`config.mk`:
```
export PLATFORM = sky130hd
export DESIGN_NAME = pos_target_sequencer_flat
export DESIGN_NICKNAME = d
export VERILOG_FILES = /design/src/rtl/galvano_pkg.sv /design/src/rtl/pos_target_sequencer_if.sv /design/src/rtl/pos_settle_detector.sv /design/src/rtl/pos_target_sequencer.sv /design/src/flat_wrapper.sv
export SDC_FILE = /design/constraint.sdc
export NUM_CORES = 1
export LEC_CHECK = 0
export ABC_AREA = 1
export CAP_MARGIN = 20
export CORE_UTILIZATION = 59
export DETAILED_ROUTE_END_ITERATION = 8
export PLACE_DENSITY = 0.83
export SLEW_MARGIN = 20
export SYNTH_ARGS = -nofsm -noshare
export SYNTH_HDL_FRONTEND = slang
export SYNTH_HIERARCHICAL = 1
export SYNTH_SLANG_ARGS = --single-unit
```
`constraint.sdc`:
```
create_clock -name clk_pid -period 6.65 [get_ports clk_pid]
set_clock_uncertainty 0.2 [all_clocks]
set_input_delay 1.6625 -clock clk_pid [delete_from_list [all_inputs] [get_ports clk_pid]]
set_output_delay 1.6625 -clock clk_pid [all_outputs]
set_load 0.01 [all_outputs]
```
`src/rtl/galvano_pkg.sv`:
```
// galvano_pkg: shared state encoding, default widths and magnitude helper
package galvano_pkg;
  localparam int POS_W_D = 16;
  localparam int CNT_W_D = 16;
  typedef enum logic [2:0] {IDLE, RAMP, SETTLE, HOLD, FAULT} state_e;
  function automatic logic [31:0] abs_diff(input logic [31:0] a, input logic [31:0] b);
    return a > b ? a - b : b - a;
  endfunction
endpackage

```
`src/rtl/pos_target_sequencer_if.sv`:
```
// pos_target_sequencer_if: command, configuration, ADC and target signals of the sequencer
interface pos_target_sequencer_if #(parameter int POS_W = 16, parameter int CNT_W = 16);
  logic             cmd_valid;
  logic [POS_W-1:0] cmd_target;
  logic [POS_W-1:0] slew_step;
  logic [POS_W-1:0] settle_window;
  logic [CNT_W-1:0] settle_count;
  logic [CNT_W-1:0] timeout_samples;
  logic             pos_adc_data_valid;
  logic [POS_W-1:0] pos_adc;
  logic [POS_W-1:0] pid_target;
  logic             pid_target_valid;
  logic             busy;
  logic             settled;
  logic             fault;
  modport master (output cmd_valid, cmd_target, slew_step, settle_window, settle_count,
                  timeout_samples, pos_adc_data_valid, pos_adc,
                  input pid_target, pid_target_valid, busy, settled, fault);
  modport slave (input cmd_valid, cmd_target, slew_step, settle_window, settle_count,
                 timeout_samples, pos_adc_data_valid, pos_adc,
                 output pid_target, pid_target_valid, busy, settled, fault);
endinterface

```
`src/rtl/pos_settle_detector.sv`:
```
// pos_settle_detector: saturating in-window and timeout sample counters with hit flags
module pos_settle_detector import galvano_pkg::*; #(
  parameter int POS_W = POS_W_D,
  parameter int CNT_W = CNT_W_D
) (
  input  logic             clk_pid,
  input  logic             sys_rst,
  input  logic             en_i,
  input  logic             clr_i,
  input  logic [POS_W-1:0] pos_i,
  input  logic [POS_W-1:0] final_i,
  input  logic [POS_W-1:0] window_i,
  input  logic [CNT_W-1:0] count_i,
  input  logic [CNT_W-1:0] timeout_i,
  output logic             in_win_o,
  output logic             settle_hit_o,
  output logic             timeout_hit_o
);
  logic [CNT_W-1:0] in_q, in_d, to_q, to_d, need;
  logic [31:0]      err;
  // hits look at the post-sample count so the deciding sample itself is counted
  always_comb begin
    err           = abs_diff(32'(pos_i), 32'(final_i));
    in_win_o      = err <= 32'(window_i);
    in_d          = in_win_o ? (&in_q ? in_q : in_q + CNT_W'(1)) : '0;
    to_d          = &to_q ? to_q : to_q + CNT_W'(1);
    need          = count_i == '0 ? CNT_W'(1) : count_i;
    settle_hit_o  = en_i && in_d >= need;
    timeout_hit_o = en_i && timeout_i != '0 && to_d >= timeout_i;
  end
  always_ff @(posedge clk_pid or posedge sys_rst) begin
    if (sys_rst) begin
      in_q <= '0;
      to_q <= '0;
    end else if (clr_i) begin
      in_q <= '0;
      to_q <= '0;
    end else if (en_i) begin
      in_q <= in_d;
      to_q <= to_d;
    end
  end
endmodule

```
`src/rtl/pos_target_sequencer.sv`:
```
// pos_target_sequencer: slews the PID target toward a commanded final position and supervises settling
module pos_target_sequencer import galvano_pkg::*; #(
  parameter int POS_W = POS_W_D,
  parameter int CNT_W = CNT_W_D
) (
  input logic clk_pid,
  input logic sys_rst,
  pos_target_sequencer_if.slave bus
);
  state_e           state_q, state_d;
  logic [POS_W-1:0] final_q, final_d, tgt_q, tgt_d;
  logic             tv_q, tv_d, valid_q, busy_q, settled_q, fault_q;
  logic             evt, en, clr, in_win, settle_hit, timeout_hit;
  logic [31:0]      mag;
  assign evt = bus.pos_adc_data_valid & ~valid_q;
  pos_settle_detector #(.POS_W(POS_W), .CNT_W(CNT_W)) u_det (
    .clk_pid       (clk_pid),
    .sys_rst       (sys_rst),
    .en_i          (en),
    .clr_i         (clr),
    .pos_i         (bus.pos_adc),
    .final_i       (final_q),
    .window_i      (bus.settle_window),
    .count_i       (bus.settle_count),
    .timeout_i     (bus.timeout_samples),
    .in_win_o      (in_win),
    .settle_hit_o  (settle_hit),
    .timeout_hit_o (timeout_hit)
  );
  // a command always wins over a coincident sample, which is then dropped
  always_comb begin
    state_d = state_q;
    final_d = final_q;
    tgt_d   = tgt_q;
    tv_d    = 1'b0;
    en      = 1'b0;
    clr     = 1'b0;
    mag     = abs_diff(32'(final_q), 32'(tgt_q));
    if (bus.cmd_valid) begin
      final_d = bus.cmd_target;
      clr     = 1'b1;
      state_d = RAMP;
    end else if (evt) begin
      case (state_q)
        RAMP: begin
          tv_d = 1'b1;
          if (bus.slew_step == '0 || mag <= 32'(bus.slew_step)) begin
            tgt_d   = final_q;
            state_d = SETTLE;
          end else begin
            tgt_d = final_q > tgt_q ? tgt_q + bus.slew_step : tgt_q - bus.slew_step;
          end
        end
        SETTLE: begin
          en      = 1'b1;
          state_d = settle_hit ? HOLD : timeout_hit ? FAULT : SETTLE;
        end
        HOLD: begin
          clr     = ~in_win;
          state_d = in_win ? HOLD : SETTLE;
        end
        default: ;
      endcase
    end
  end
  always_ff @(posedge clk_pid or posedge sys_rst) begin
    if (sys_rst) begin
      state_q   <= IDLE;
      final_q   <= '0;
      tgt_q     <= '0;
      tv_q      <= 1'b0;
      valid_q   <= 1'b0;
      busy_q    <= 1'b0;
      settled_q <= 1'b0;
      fault_q   <= 1'b0;
    end else begin
      state_q   <= state_d;
      final_q   <= final_d;
      tgt_q     <= tgt_d;
      tv_q      <= tv_d;
      valid_q   <= bus.pos_adc_data_valid;
      busy_q    <= state_d == RAMP || state_d == SETTLE;
      settled_q <= state_d == HOLD;
      fault_q   <= state_d == FAULT;
    end
  end
  assign bus.pid_target       = tgt_q;
  assign bus.pid_target_valid = tv_q;
  assign bus.busy             = busy_q;
  assign bus.settled          = settled_q;
  assign bus.fault            = fault_q;
endmodule
```
`src/flat_wrapper.sv`:
```
// flat-port wrapper written by rule: the top's interface ports become plain ports
module pos_target_sequencer_flat import galvano_pkg::*;
#(
  parameter int POS_W = POS_W_D,
  parameter int CNT_W = CNT_W_D
)
  (clk_pid, sys_rst, bus_cmd_valid, bus_cmd_target, bus_slew_step, bus_settle_window, bus_settle_count, bus_timeout_samples, bus_pos_adc_data_valid, bus_pos_adc, bus_pid_target, bus_pid_target_valid, bus_busy, bus_settled, bus_fault);
  pos_target_sequencer_if #(.POS_W(POS_W), .CNT_W(CNT_W)) bus_i ();
  input logic clk_pid;
  input logic sys_rst;
  input wire logic [$bits(bus_i.cmd_valid)-1:0] bus_cmd_valid;
  input wire logic [$bits(bus_i.cmd_target)-1:0] bus_cmd_target;
  input wire logic [$bits(bus_i.slew_step)-1:0] bus_slew_step;
  input wire logic [$bits(bus_i.settle_window)-1:0] bus_settle_window;
  input wire logic [$bits(bus_i.settle_count)-1:0] bus_settle_count;
  input wire logic [$bits(bus_i.timeout_samples)-1:0] bus_timeout_samples;
  input wire logic [$bits(bus_i.pos_adc_data_valid)-1:0] bus_pos_adc_data_valid;
  input wire logic [$bits(bus_i.pos_adc)-1:0] bus_pos_adc;
  output wire logic [$bits(bus_i.pid_target)-1:0] bus_pid_target;
  output wire logic [$bits(bus_i.pid_target_valid)-1:0] bus_pid_target_valid;
  output wire logic [$bits(bus_i.busy)-1:0] bus_busy;
  output wire logic [$bits(bus_i.settled)-1:0] bus_settled;
  output wire logic [$bits(bus_i.fault)-1:0] bus_fault;
  assign bus_i.cmd_valid = bus_cmd_valid;
  assign bus_i.cmd_target = bus_cmd_target;
  assign bus_i.slew_step = bus_slew_step;
  assign bus_i.settle_window = bus_settle_window;
  assign bus_i.settle_count = bus_settle_count;
  assign bus_i.timeout_samples = bus_timeout_samples;
  assign bus_i.pos_adc_data_valid = bus_pos_adc_data_valid;
  assign bus_i.pos_adc = bus_pos_adc;
  assign bus_pid_target = bus_i.pid_target;
  assign bus_pid_target_valid = bus_i.pid_target_valid;
  assign bus_busy = bus_i.busy;
  assign bus_settled = bus_i.settled;
  assign bus_fault = bus_i.fault;
  pos_target_sequencer #(.POS_W(POS_W), .CNT_W(CNT_W)) u_core (.clk_pid(clk_pid), .sys_rst(sys_rst), .bus(bus_i));
endmodule
```
==> run metrics <==
DRC violations left=0; Worst Setup Path Type=in -> reg; Util after Layout=77.5%; met2 wire len=15100 um; Final setup violation count=0; status=finished, final reports clean; initial antenna violation count=1; Via density=5.51; first-pass GRT wire length=49200 um; part of the Yosys area used for sequential elements=between 10% and 20%; Yosys cell types=52; gpl congestion=roughly 0.99; drt total wl=31100 um; Synth area leader=ha_1; fmax=154 MHz; Initial Utilization=between 60% and 70%; worst hold-check path type=reg -> reg; Crit. End Element=flip-flop; ANT nets after route=0; Leak Pwr=between 7 and 8 nW; Gate Count Post-Synth=1620; cell area after synthesis=10300 sq um; width of the die=between 100 and 150 um; register cell area after layout=1800 sq um; top sig layer=met4; all-layer global routing usage=33.6%; Worst-Margin Slew=approximately 1.1 ns; Max clock buf depth=2; number of buffers created by CTS=9; CTS clk-pin slew, worst paths=0.06 ns; I/O pins=120; Synth Flop Type=dfrtp_1; async set-reset flop share out of synthesis=100%; flops & latches, synth=around 70; placed insts=2043; largest net degree at the start of global routing=41; Critical Path Source Type=input pin; Vert. Die Dim=134 um; Power Total=4.46 mW; WHS=0.315 ns; Slowest-stage cell, CP=clkdlybuf4s50_1; wire length on met3=roughly 1600 um; fin crit period=6.51 ns; Reg2Reg Depth=39; detailed router's first-iteration violation count=762; ratio of cells with drive above 1 in the final layout=14.2%; Wirelength per Cell=15.0 um; core area=17200 sq um; Yosys top cell area share=17.7%; Sink Count=72; max-cap viol count=0; num rows=48; peak supply drop=315 uV; Final Hold Vio Count=0; worst path required time=6.74 ns; Synth Net Count=roughly 1900; Synthesis Warnings=6; via count=11400; fin area=13300 sq um; WHS Path Cells=2; Post-DP Area=12500 sq um; Die ar.=18000 sq um; vias in the first global route=10900; Post-synth EDFFs=0; multi-input combinational cell area=roughly 7500 sq um; CP max stage delay=0.43 ns; most numerous cell in the Yosys netlist=nand2_1; Pwr per Cell Area=around 340 nW/um^2; crit path max fanout=8; DP HPWL=23500 um; cell repeated most along the worst path=nand2_1; top post-synthesis cells by count=nand2_1 (401), inv_1 (325), ha_1 (146); H-tree levels=3; WP data arrival=about 6.6 ns; Metal-1 WL=13000 um; first-pass iteration count of the detailed router=5; Slew HR=between 20% and 30%; FILL cells=1343; clk_lat worst skew=0.34 ns; period utilization=97.9%; final cell count without fillers=2067; TritonCTS clock tree=yes; CTS Root Cell=clkbuf_16; Nets=between 2000 and 2500; GRT overflow=0; fin. max-slew vios=0; synthesized area per cell=6.38 sq um; top cells by area, synth=ha_1 (18%), dfrtp_1 (17%), nand2_1 (15%); IO Port Bufs=roughly 120; Layout Area Growth over Synthesis=28.8%
==> through the flow <==
stage          setup WS [ns]  setup TNS, ns
2_1_floorplan          0.464              0
3_3_place_gp          -0.415          -6.07
3_5_place_dp          -0.519          -8.63
4_1_cts              0.00854              0
5_1_grt               -0.154         -0.649
6_report               0.139              0
==> state kept, by name, indices dropped and copies added, names as in the netlist <==
signal                       flops
u_core/u_det/in_q               16
u_core/u_det/to_q               16
u_core/state_q                   3
u_core/bus.settled               1
u_core/bus.busy                  1
u_core/valid_q                   1
u_core/bus.fault                 1
u_core/final_q                  16
u_core/bus.pid_target           16
u_core/bus.pid_target_valid      1
==> metal layers <==
metal	GRT usage, %	up-vias
met5	0	-
li1	-	5629
met1	40.5	5244
met4	14.7	0
met2	60.2	409
met3	3.44	102
==> area by class of cell <==
| type | count | area share [%] |
|---|---|---|
| Clock buffer | 9 | 1.69 |
| Antenna cell | 1 | 0.0188 |
| Tap cell | 225 | 2.12 |
| Timing Repair Buffer | 236 | 16.0 |
| Multi-Input combinational cell | 1185 | 56.5 |
| Clock inverter | 6 | 0.696 |
| Sequential cell | 72 | 13.5 |
| Inverter | 333 | 9.41 |
==> power by group <==
group	internal (mW)	total [mW]	switching [mW]	leakage (nW)
sequential	0.501	0.606	0.104	0.937
clock	0.328	0.526	0.197	0.148
combinational	1.25	3.33	2.08	6.14
total	2.08	4.46	2.38	7.22
==> final timing paths <==
| path | from | end | slack, ns |
|---|---|---|---|
| worst max-delay path | bus_pos_adc[0] | u_core/bus.busy | 0.14 |
| worst min-delay path | u_core/u_det/to_q[2] | u_core/u_det/to_q[2] | 0.32 |
| worst max register to register | u_core/final_q[1] | u_core/bus.busy | 1.30 |
| worst min register to register | u_core/u_det/to_q[2] | u_core/u_det/to_q[2] | 0.32 |
| max in group asynchronous | sys_rst | u_core/u_det/to_q[13] | 4.00 |
| min in group asynchronous | sys_rst | u_core/u_det/in_q[5] | 1.56 |
==> cell usage in the layout (no fill, tap or decap), types with 4 or more instances in the layout <==
master	netlist	routed
buf_4	8	114
nor2_1	92	81
dfrtp_1	72	72
nor3_2	6	8
nand3_1	60	56
nand2_1	401	386
nand2_4	3	5
inv_2	8	17
clkbuf_16	0	9
a31oi_1	4	4
nand3_2	5	9
nand2_2	11	26
o211ai_1	4	4
nor2_4	2	6
o21bai_1	10	8
ha_4	0	13
o22ai_1	7	7
clkdlybuf4s50_1	0	104
nand4_1	29	29
ha_1	146	132
xnor2_1	11	11
a21oi_1	133	116
dlymetal6s2s_1	0	15
a21oi_2	4	20
inv_1	325	315
a21o_1	4	4
nor4_1	10	9
nor3_1	26	23
nor2_2	2	9
o21ai_1	9	12
o21ai_0	103	98
xor2_1	67	67
==> worst max-delay path: cells and delay by family <==
kind	cells	cell delay, ns
simple gates	17	1.54
compound gates	10	1.52
fa+ha+maj	4	1.07
buf+inv	6	0.79
==> what timing repair did <==
item / CTS / global route
setup endpoints to repair: 5 / 37
cloned: 2 / 0
buffers inserted: 0 / 6
pin swaps: 3 / 39
resized for setup: 20 / 97
hold buffers: 0 / 0
==> cell families after synthesis <==
| logic type | synth area share (%) |
|---|---|
| xor+xnor | 6.61 |
| mux | 0.194 |
| buf+inv | 14.0 |
| flops | 17.4 |
| compound gates | 15.7 |
| fa+ha+maj | 18.7 |
| simple gates | 27.4 |
Note: power is estimated with default switching activity, not from simulation.
